### src/rtl/sprite_blitter.sv
// Sprite blitter: copies a w x h sprite from on-chip memory into the SRAM frame buffer.
// Processes one pixel every 3 cycles (FETCH, DATA, WRITE). Off-screen and transparent pixels are skipped.
//
// state   | meaning
// --------+-----------------------------------------------------------
// S_IDLE  | waiting for start; inputs latched when start is accepted
// S_FETCH | src_addr presents the current pixel address to on_chip_mem
// S_DATA  | palette colour valid; clip/transparency decision registered
// S_WRITE | SRAM write strobe (if enabled); advance col/row
// S_DONE  | one-cycle done pulse
module sprite_blitter #(
    parameter int          SrcAddrWidth = 22,
    parameter int          FB_W         = 640,
    parameter int          FB_H         = 480,
    parameter logic [15:0] TRANSPARENT  = 16'h0000
) (
    input  logic                    clk,
    input  logic                    reset_n,
    input  logic                    start,
    input  logic [SrcAddrWidth-1:0] sprite_base,
    input  logic [7:0]              sprite_w,
    input  logic [7:0]              sprite_h,
    input  logic [9:0]              dst_x,
    input  logic [9:0]              dst_y,
    output logic                    busy,
    output logic                    done,
    output logic [SrcAddrWidth-1:0] src_addr,
    input  logic [15:0]             src_data,
    output logic [19:0]             sram_addr,
    output logic [15:0]             sram_wdata,
    output logic                    sram_dq_oe,
    output logic                    sram_we_n,
    output logic                    sram_ce_n
);

    typedef enum logic [2:0] {
        S_IDLE,
        S_FETCH,
        S_DATA,
        S_WRITE,
        S_DONE
    } state_t;

    localparam logic [10:0] FbW11  = 11'(FB_W);
    localparam logic [10:0] FbH11  = 11'(FB_H);
    localparam logic [19:0] FbWRow = 20'(FB_W);

    state_t                  state_q, state_d;
    logic [SrcAddrWidth-1:0] src_ptr_q, src_ptr_d;
    logic [7:0]              w_q, w_d, h_q, h_d;
    logic [9:0]              dx_q, dx_d, dy_q, dy_d;
    logic [7:0]              col_q, col_d, row_q, row_d;
    logic [19:0]             row_base_q, row_base_d;
    logic [19:0]             sram_addr_q, sram_addr_d;
    logic [15:0]             sram_wdata_q, sram_wdata_d;
    logic                    we_n_q, we_n_d;
    logic                    dq_oe_q, dq_oe_d;
    logic                    ce_n_q, ce_n_d;

    logic [10:0] sx, sy;
    logic        wr_en;
    logic        last_col, last_row;
    logic [19:0] row_base_init;

    assign sx            = {1'b0, dx_q} + {3'b0, col_q};
    assign sy            = {1'b0, dy_q} + {3'b0, row_q};
    assign wr_en         = (sx < FbW11) && (sy < FbH11) && (src_data != TRANSPARENT);
    assign last_col      = (col_q == (w_q - 8'd1));
    assign last_row      = (row_q == (h_q - 8'd1));
    // Only the starting row needs a (constant) multiply; later rows add FB_W.
    assign row_base_init = 20'(dst_y) * FbWRow;

    always_comb begin
        state_d      = state_q;
        src_ptr_d    = src_ptr_q;
        w_d          = w_q;
        h_d          = h_q;
        dx_d         = dx_q;
        dy_d         = dy_q;
        col_d        = col_q;
        row_d        = row_q;
        row_base_d   = row_base_q;
        sram_addr_d  = sram_addr_q;
        sram_wdata_d = sram_wdata_q;
        we_n_d       = 1'b1;
        dq_oe_d      = 1'b0;
        ce_n_d       = ce_n_q;

        case (state_q)
            S_IDLE: begin
                if (start) begin
                    w_d        = sprite_w;
                    h_d        = sprite_h;
                    dx_d       = dst_x;
                    dy_d       = dst_y;
                    src_ptr_d  = sprite_base;
                    col_d      = 8'd0;
                    row_d      = 8'd0;
                    row_base_d = row_base_init;
                    if ((sprite_w == 8'd0) || (sprite_h == 8'd0)) begin
                        state_d = S_DONE;
                    end else begin
                        state_d = S_FETCH;
                        ce_n_d  = 1'b0;
                    end
                end
            end
            S_FETCH: begin
                state_d = S_DATA;
            end
            S_DATA: begin
                sram_wdata_d = src_data;
                sram_addr_d  = row_base_q + {9'b0, sx};
                we_n_d       = ~wr_en;
                dq_oe_d      = wr_en;
                state_d      = S_WRITE;
            end
            S_WRITE: begin
                // Pointer advances for clipped pixels too, keeping source alignment.
                src_ptr_d = src_ptr_q + SrcAddrWidth'(1);
                if (last_col) begin
                    col_d      = 8'd0;
                    row_d      = row_q + 8'd1;
                    row_base_d = row_base_q + FbWRow;
                end else begin
                    col_d = col_q + 8'd1;
                end
                if (last_col && last_row) begin
                    state_d = S_DONE;
                    ce_n_d  = 1'b1;
                end else begin
                    state_d = S_FETCH;
                end
            end
            S_DONE: begin
                state_d = S_IDLE;
            end
            default: begin
                state_d = S_IDLE;
                ce_n_d  = 1'b1;
            end
        endcase
    end

    always_ff @(posedge clk or negedge reset_n) begin
        if (!reset_n) begin
            state_q      <= S_IDLE;
            src_ptr_q    <= '0;
            w_q          <= '0;
            h_q          <= '0;
            dx_q         <= '0;
            dy_q         <= '0;
            col_q        <= '0;
            row_q        <= '0;
            row_base_q   <= '0;
            sram_addr_q  <= '0;
            sram_wdata_q <= '0;
            we_n_q       <= 1'b1;
            dq_oe_q      <= 1'b0;
            ce_n_q       <= 1'b1;
        end else begin
            state_q      <= state_d;
            src_ptr_q    <= src_ptr_d;
            w_q          <= w_d;
            h_q          <= h_d;
            dx_q         <= dx_d;
            dy_q         <= dy_d;
            col_q        <= col_d;
            row_q        <= row_d;
            row_base_q   <= row_base_d;
            sram_addr_q  <= sram_addr_d;
            sram_wdata_q <= sram_wdata_d;
            we_n_q       <= we_n_d;
            dq_oe_q      <= dq_oe_d;
            ce_n_q       <= ce_n_d;
        end
    end

    assign busy       = (state_q == S_FETCH) || (state_q == S_DATA) || (state_q == S_WRITE);
    assign done       = (state_q == S_DONE);
    assign src_addr   = src_ptr_q;
    assign sram_addr  = sram_addr_q;
    assign sram_wdata = sram_wdata_q;
    assign sram_we_n  = we_n_q;
    assign sram_dq_oe = dq_oe_q;
    assign sram_ce_n  = ce_n_q;

endmodule

### config.mk
export PLATFORM = sky130hd
export DESIGN_NAME = sprite_blitter
export DESIGN_NICKNAME = d
export VERILOG_FILES = /design/src/rtl/sprite_blitter.sv
export SDC_FILE = /design/constraint.sdc
export NUM_CORES = 1
export LEC_CHECK = 0
export BUFFER_PORTS_ARGS = -buffer_cell sky130_fd_sc_hd__buf_2
export CAP_MARGIN = 30
export CORE_MARGIN = 2
export CORE_UTILIZATION = 61
export DETAILED_ROUTE_END_ITERATION = 10
export PLACE_DENSITY = 0.95
export SYNTH_ARGS = -nofsm -noshare
export SYNTH_HDL_FRONTEND = slang
export SYNTH_SLANG_ARGS = --single-unit
### constraint.sdc
create_clock -name clk -period 8.8 [get_ports clk]
set_input_delay 0.44 -clock clk [delete_from_list [all_inputs] [get_ports clk]]
set_output_delay 0.44 -clock clk [all_outputs]
set_load 0.01 [all_outputs]
Word level (Yosys, flattened, before mapping)
Index checks and enable logic that the tools add are counted.
W data, S select, Z words.
{"block": "op_classes", "addsub": 9, "multipliers": 1, "n_lt_le_gt_ge": 2, "eq_ne": 10, "muxes": 20, "bitwise": 2, "reduce_logical": 16}
{"cell": "$pmux W22 S2", "n": 1}
{"cell": "$mux W20", "n": 2}
{"cell": "$pmux W20 S2", "n": 1}
{"cell": "$pmux W8 S2", "n": 2}
{"cell": "$mux W8", "n": 3}
{"cell": "$add A10 B8 Y11", "n": 2}
{"cell": "$add A22 B1 Y22 const B", "n": 1}
{"cell": "$mux W22", "n": 1}
{"cell": "$add A20 B10 Y20 const B", "n": 1}
{"cell": "$add A20 B11 Y20", "n": 1}
{"cell": "$add A8 B1 Y8 const B", "n": 2}
{"cell": "$eq A8 B8 Y1", "n": 2}
{"cell": "$logic_not A8 Y1", "n": 2}
{"cell": "$reduce_bool A16 Y1", "n": 1}
{"cell": "$sub A8 B1 Y8 const B", "n": 2}
{"cell": "$mul A10 B3 Y13 const B", "n": 1}
{"cell": "$pmux W3 S4", "n": 1}
{"cell": "$lt A11 B10 Y1 const B", "n": 1}
{"cell": "$lt A11 B9 Y1 const B", "n": 1}
{"cell": "$mux W3", "n": 3}
{"cell": "$ne A2 B2 Y1 const B", "n": 4}
{"cell": "$eq A3 B2 Y1 const B", "n": 2}
{"cell": "$mux W1", "n": 5}
{"cell": "$reduce_and A2 Y1", "n": 2}
{"cell": "11 further kinds", "n": 16}
{"block": "word_totals", "register_bits": 136, "input_bits": 77, "out_inout_bits": 63}

Depth between registers and ports, before layout
{"block": "logic_depth", "word_depth": 6, "ltp_mapped": 15, "mapped_depth_nobuf": 15}

Worst setup path after synthesis
OpenSTA, ideal clock, no wires.
{"block": "synth_path", "path_type": "reg-to-reg", "startpoint": "reg col_q[0]", "endpoint": "reg sram_addr_q[12] (netlist: sram_addr[12])", "arrival_time_ns": 3.289, "t_required_ns": 8.735, "setup_slack_ns": 5.446, "path_stages_with_launch": 16, "path_buffers": 0, "synth_period_minus_slack_ns": 3.354, "path_cell_list": "dfrtp_1 -> ha_1 -> fa_1 -> a21o_1 -> a311oi_1 -> o21bai_1 -> a21oi_1 -> xnor2_1 -> ha_1 -> a21o_1 -> a21oi_1 -> nor2b_1 -> nor2_1 -> o31ai_2 -> mux2_2 -> nand2_1"}
{"block": "synth_via", "elab_chain_cells": 2}
{"item": "start, declared", "line_no": "52", "source": "logic [7:0] col_q, col_d, row_q, row_d;"}
{"item": "start signal, assigned", "line_no": "168", "source": "col_q <= col_d;"}
{"item": "$add A10 B8 Y11", "line_no": "65", "source": "assign sx = {1'b0, dx_q} + {3'b0, col_q};"}
{"item": "$add A20 B11 Y20", "line_no": "113", "source": "sram_addr_d = row_base_q + {9'b0, sx};"}
{"item": "end signal, assigned", "line_no": "171", "source": "sram_addr_q <= sram_addr_d;"}
{"item": "end, declared", "line_no": "54", "source": "logic [19:0] sram_addr_q, sram_addr_d;"}
Every way passes these cells.
A chain may end at the register's enable or synchronous reset.

Worst setup path in the final report
Same ends and word-level chain as after synthesis.

==> impl_results.md <==
* Mean post-synth cell area at 8.64 um2
* Req. time, crit path at 9.16 ns
* Max Transition Viols Final at 0
* Setup Viol. Count Final at 0
* Die height at 117 um
* Max FO, Critical Path at 5
* Leading register cell type out of synthesis: dfrtp_1
* Most common cell after layout, fill and taps aside: nand2_1
* Clock Latency Late Sink at 0.43 ns
* Status: finished clean
* Main area contributors after synthesis: dfrtp_1 (41%), nand2_1 (10%), ha_1 (7.1%)
* Crit start category: register
* Nets@finish at 1140
* Post-synthesis sequential area ratio at 0.417
* WS Path Type: reg2reg
* Final hold slack at 0.0121 ns
* Synth cell types at 62
* Vias in the first global route at 6858
* # rows at 41
* Clk sinks at 129
* Total track usage at 0.315
* Post-Layout Cell Count at 1201
* HPWL Detailed at 13700 um
* Reg-to-reg endpoint: sram_addr[12]
* Routed via count at 7453
* Dpl cell area at 8560 um2
* Num CTS Buffers at 17
* Core Region at 12500 um2
* Vias/cell at 6.21
* Slew HR at 0.350
* Post-synth EDFFs at 0
* Mapped Area at 7750 um2
* Die W at 117 um
* Port bufs at 139
* Initial antenna violation count at 0
* Syn nets at 1020
* Layout cell share with drive strength beyond 1 at 0.194
* Post-CTS Hold Buffers at 0
* Clock Root Buffer: clkbuf_16
* Layout overhead on the synthesized area at 18.4%
* Skew final at 0.00843 ns
* Routed WL at 20900 um
* Wire per inst at 17.4 um
* Worst reg2reg path depth at 15
* TritonCTS clock tree: done
* DRT Pass-1 Iters at 7
* Share of the synthesized area in the top cell type at 0.410
* Syn Inst Count at 897
* Worst R2R Setup Slack at 4.95 ns
* Routability Congestion at 0.895
* Worst reg2reg path startpoint: col_q[0]
* Initial Util at 0.619
* Tmin final at 3.85 ns
* Final core utilization at 0.733
* Max IR drop VDD at 0.000209 V
* Flops & latches, synth at 129
* Final Cell Area at 9180 um2
* Ant diodes at 0
* Unrepaired setup endpoints after global routing: no
* Static Leak at 0.00444 uW
* Aggregate global routing overflow at 0
* Hold violation count in the final report at 0
* Setup Buffers After CTS at 0
* ANT nets after route at 0
* Largest net degree at the start of global routing at 72
* Hold Crit Class: in2async
* Initial DRC Count at 736
* Clock-pin slew on the worst setup and hold paths at 0.06 ns
* Yosys top cell by area: dfrtp_1
* FFs w/ async S/R, synth at 1.00
* Power Density at 375 nW/um2
* CTS Buffer Depth at 2
* Maxcap violations at 0
* TNS Setup at 0 ns
* Cell count after placement at 1169
* Maximum clock rate at 260 MHz
* Crit path DAT at 4.21 ns
* Die ar. at 13600 um2
* Slew of the pin with the lowest slew margin at 0.971 ns
* Post-CTS sizing at 0
* I/O pin cnt at 140
* Final Cycle Share at 0.437
* H-tree lvl count at 4
* Most frequent cells in the layout: nand2_1 (216), buf_2 (138), dfrtp_1 (127), nor2_1 (57), a21oi_1 (50)
* Synth warn at 0
* Number of remaining DRC errors at 0
* Worst Setup End Kind: register
* First-pass GRT wire length at 33900 um
-- cells in the mapped netlist, drive strengths merged (7+ instances only) --
cell type  count
a211oi        12
a21o          10
a21oi         50
a22oi          7
a31oi         12
and2          10
and3          15
buf            9
clkbuf        36
dfrtp        127
ha            44
inv           13
mux2i          8
nand2        216
nand2b         9
nand3         27
nand4         11
nor2          59
nor3          19
nor4           8
o211ai        13
o21ai         40
o22a           7
o22ai          8
or4            7
xnor2         30
xor2          17
-- how the worst max path moves through the flow --
stage	start	end	slack, ns
after floorplan	col_q[0]	sram_addr[12]	5.45
after global placement	col_q[0]	sram_addr[12]	5.28
after detailed placement	col_q[0]	sram_addr[12]	5.07
after CTS	col_q[0]	sram_addr[12]	4.99
after global routing	col_q[0]	sram_addr[14]	4.60
final	col_q[0]	sram_addr[12]	4.95
-- report_power, final --
part	total [uW]	internal (uW)	switching, uW	leakage (uW)
registers	1140	855	286	0.00158
clock network	732	468	263	0.000296
logic	1570	638	929	0.00257
total	3440	1960	1480	0.00444
-- flip-flops by register name, indices dropped and copies added (netlist names) --
| signal | flops |
|---|---|
| src_addr | 22 |
| sram_addr | 20 |
| sram_wdata | 16 |
| row_base_q | 13 |
| dx_q | 10 |
| dy_q | 10 |
| col_q | 8 |
| h_q | 8 |
| row_q | 8 |
| w_q | 8 |
| state_q | 3 |
| sram_ce_n | 1 |
| sram_dq_oe | 1 |
| sram_we_n | 1 |
-- routing by layer --
metal	vias to the layer above	track usage	wire, um	share of wire
li1	3420	-	-	-
met1	3629	0.417	8500	0.41
met2	351	0.519	10500	0.50
met3	53	0.0695	1420	0.068
met4	0	0.100	518	0.025
met5	-	0	0	0
-- critical path, stage by stage, from the launching register on --
cell and delay, ns:
dfrtp_1 0.44, ha_1 0.27, fa_1 0.42, a21o_1 0.20, a311oi_1 0.35, o21bai_1 0.14
a21oi_1 0.28, xnor2_1 0.19, ha_1 0.31, a21o_1 0.20, a21oi_1 0.25, nor2b_1 0.10
nor2_1 0.13, o31ai_2 0.14, mux2_2 0.30, nand2_1 0.07
-- through the flow --
stage	setup slack, ns	total power (uW)
floorplan	5.45	2170
global placement	5.28	2540
detailed placement	5.07	2620
CTS	4.99	3400
global route	4.60	3650
finish	4.95	3440
-- area by class of cell --
class | count | area (um2)
clock inverter | 12 | 166
clock buffer | 19 | 433
sequential | 129 | 3230
multi-input combinational | 710 | 4310
fill | 861 | 3340
inverter | 13 | 48.8
timing repair buffer | 146 | 776
tap | 172 | 215
-- cell families after synthesis --
| group | Yosys count | share of synthesized area |
|---|---|---|
| AND/OR/NAND/NOR | 405 | 0.237 |
| AO/OA/AOI/OAI | 200 | 0.172 |
| flip-flops | 129 | 0.417 |
| buffers and inverters | 58 | 0.0291 |
| XOR/XNOR | 47 | 0.0531 |
| adder cells (fa/ha/maj) | 46 | 0.0762 |
| multiplexers | 11 | 0.0152 |
| other | 1 | 0.000484 |
Note: power is estimated with default switching activity, not from simulation.
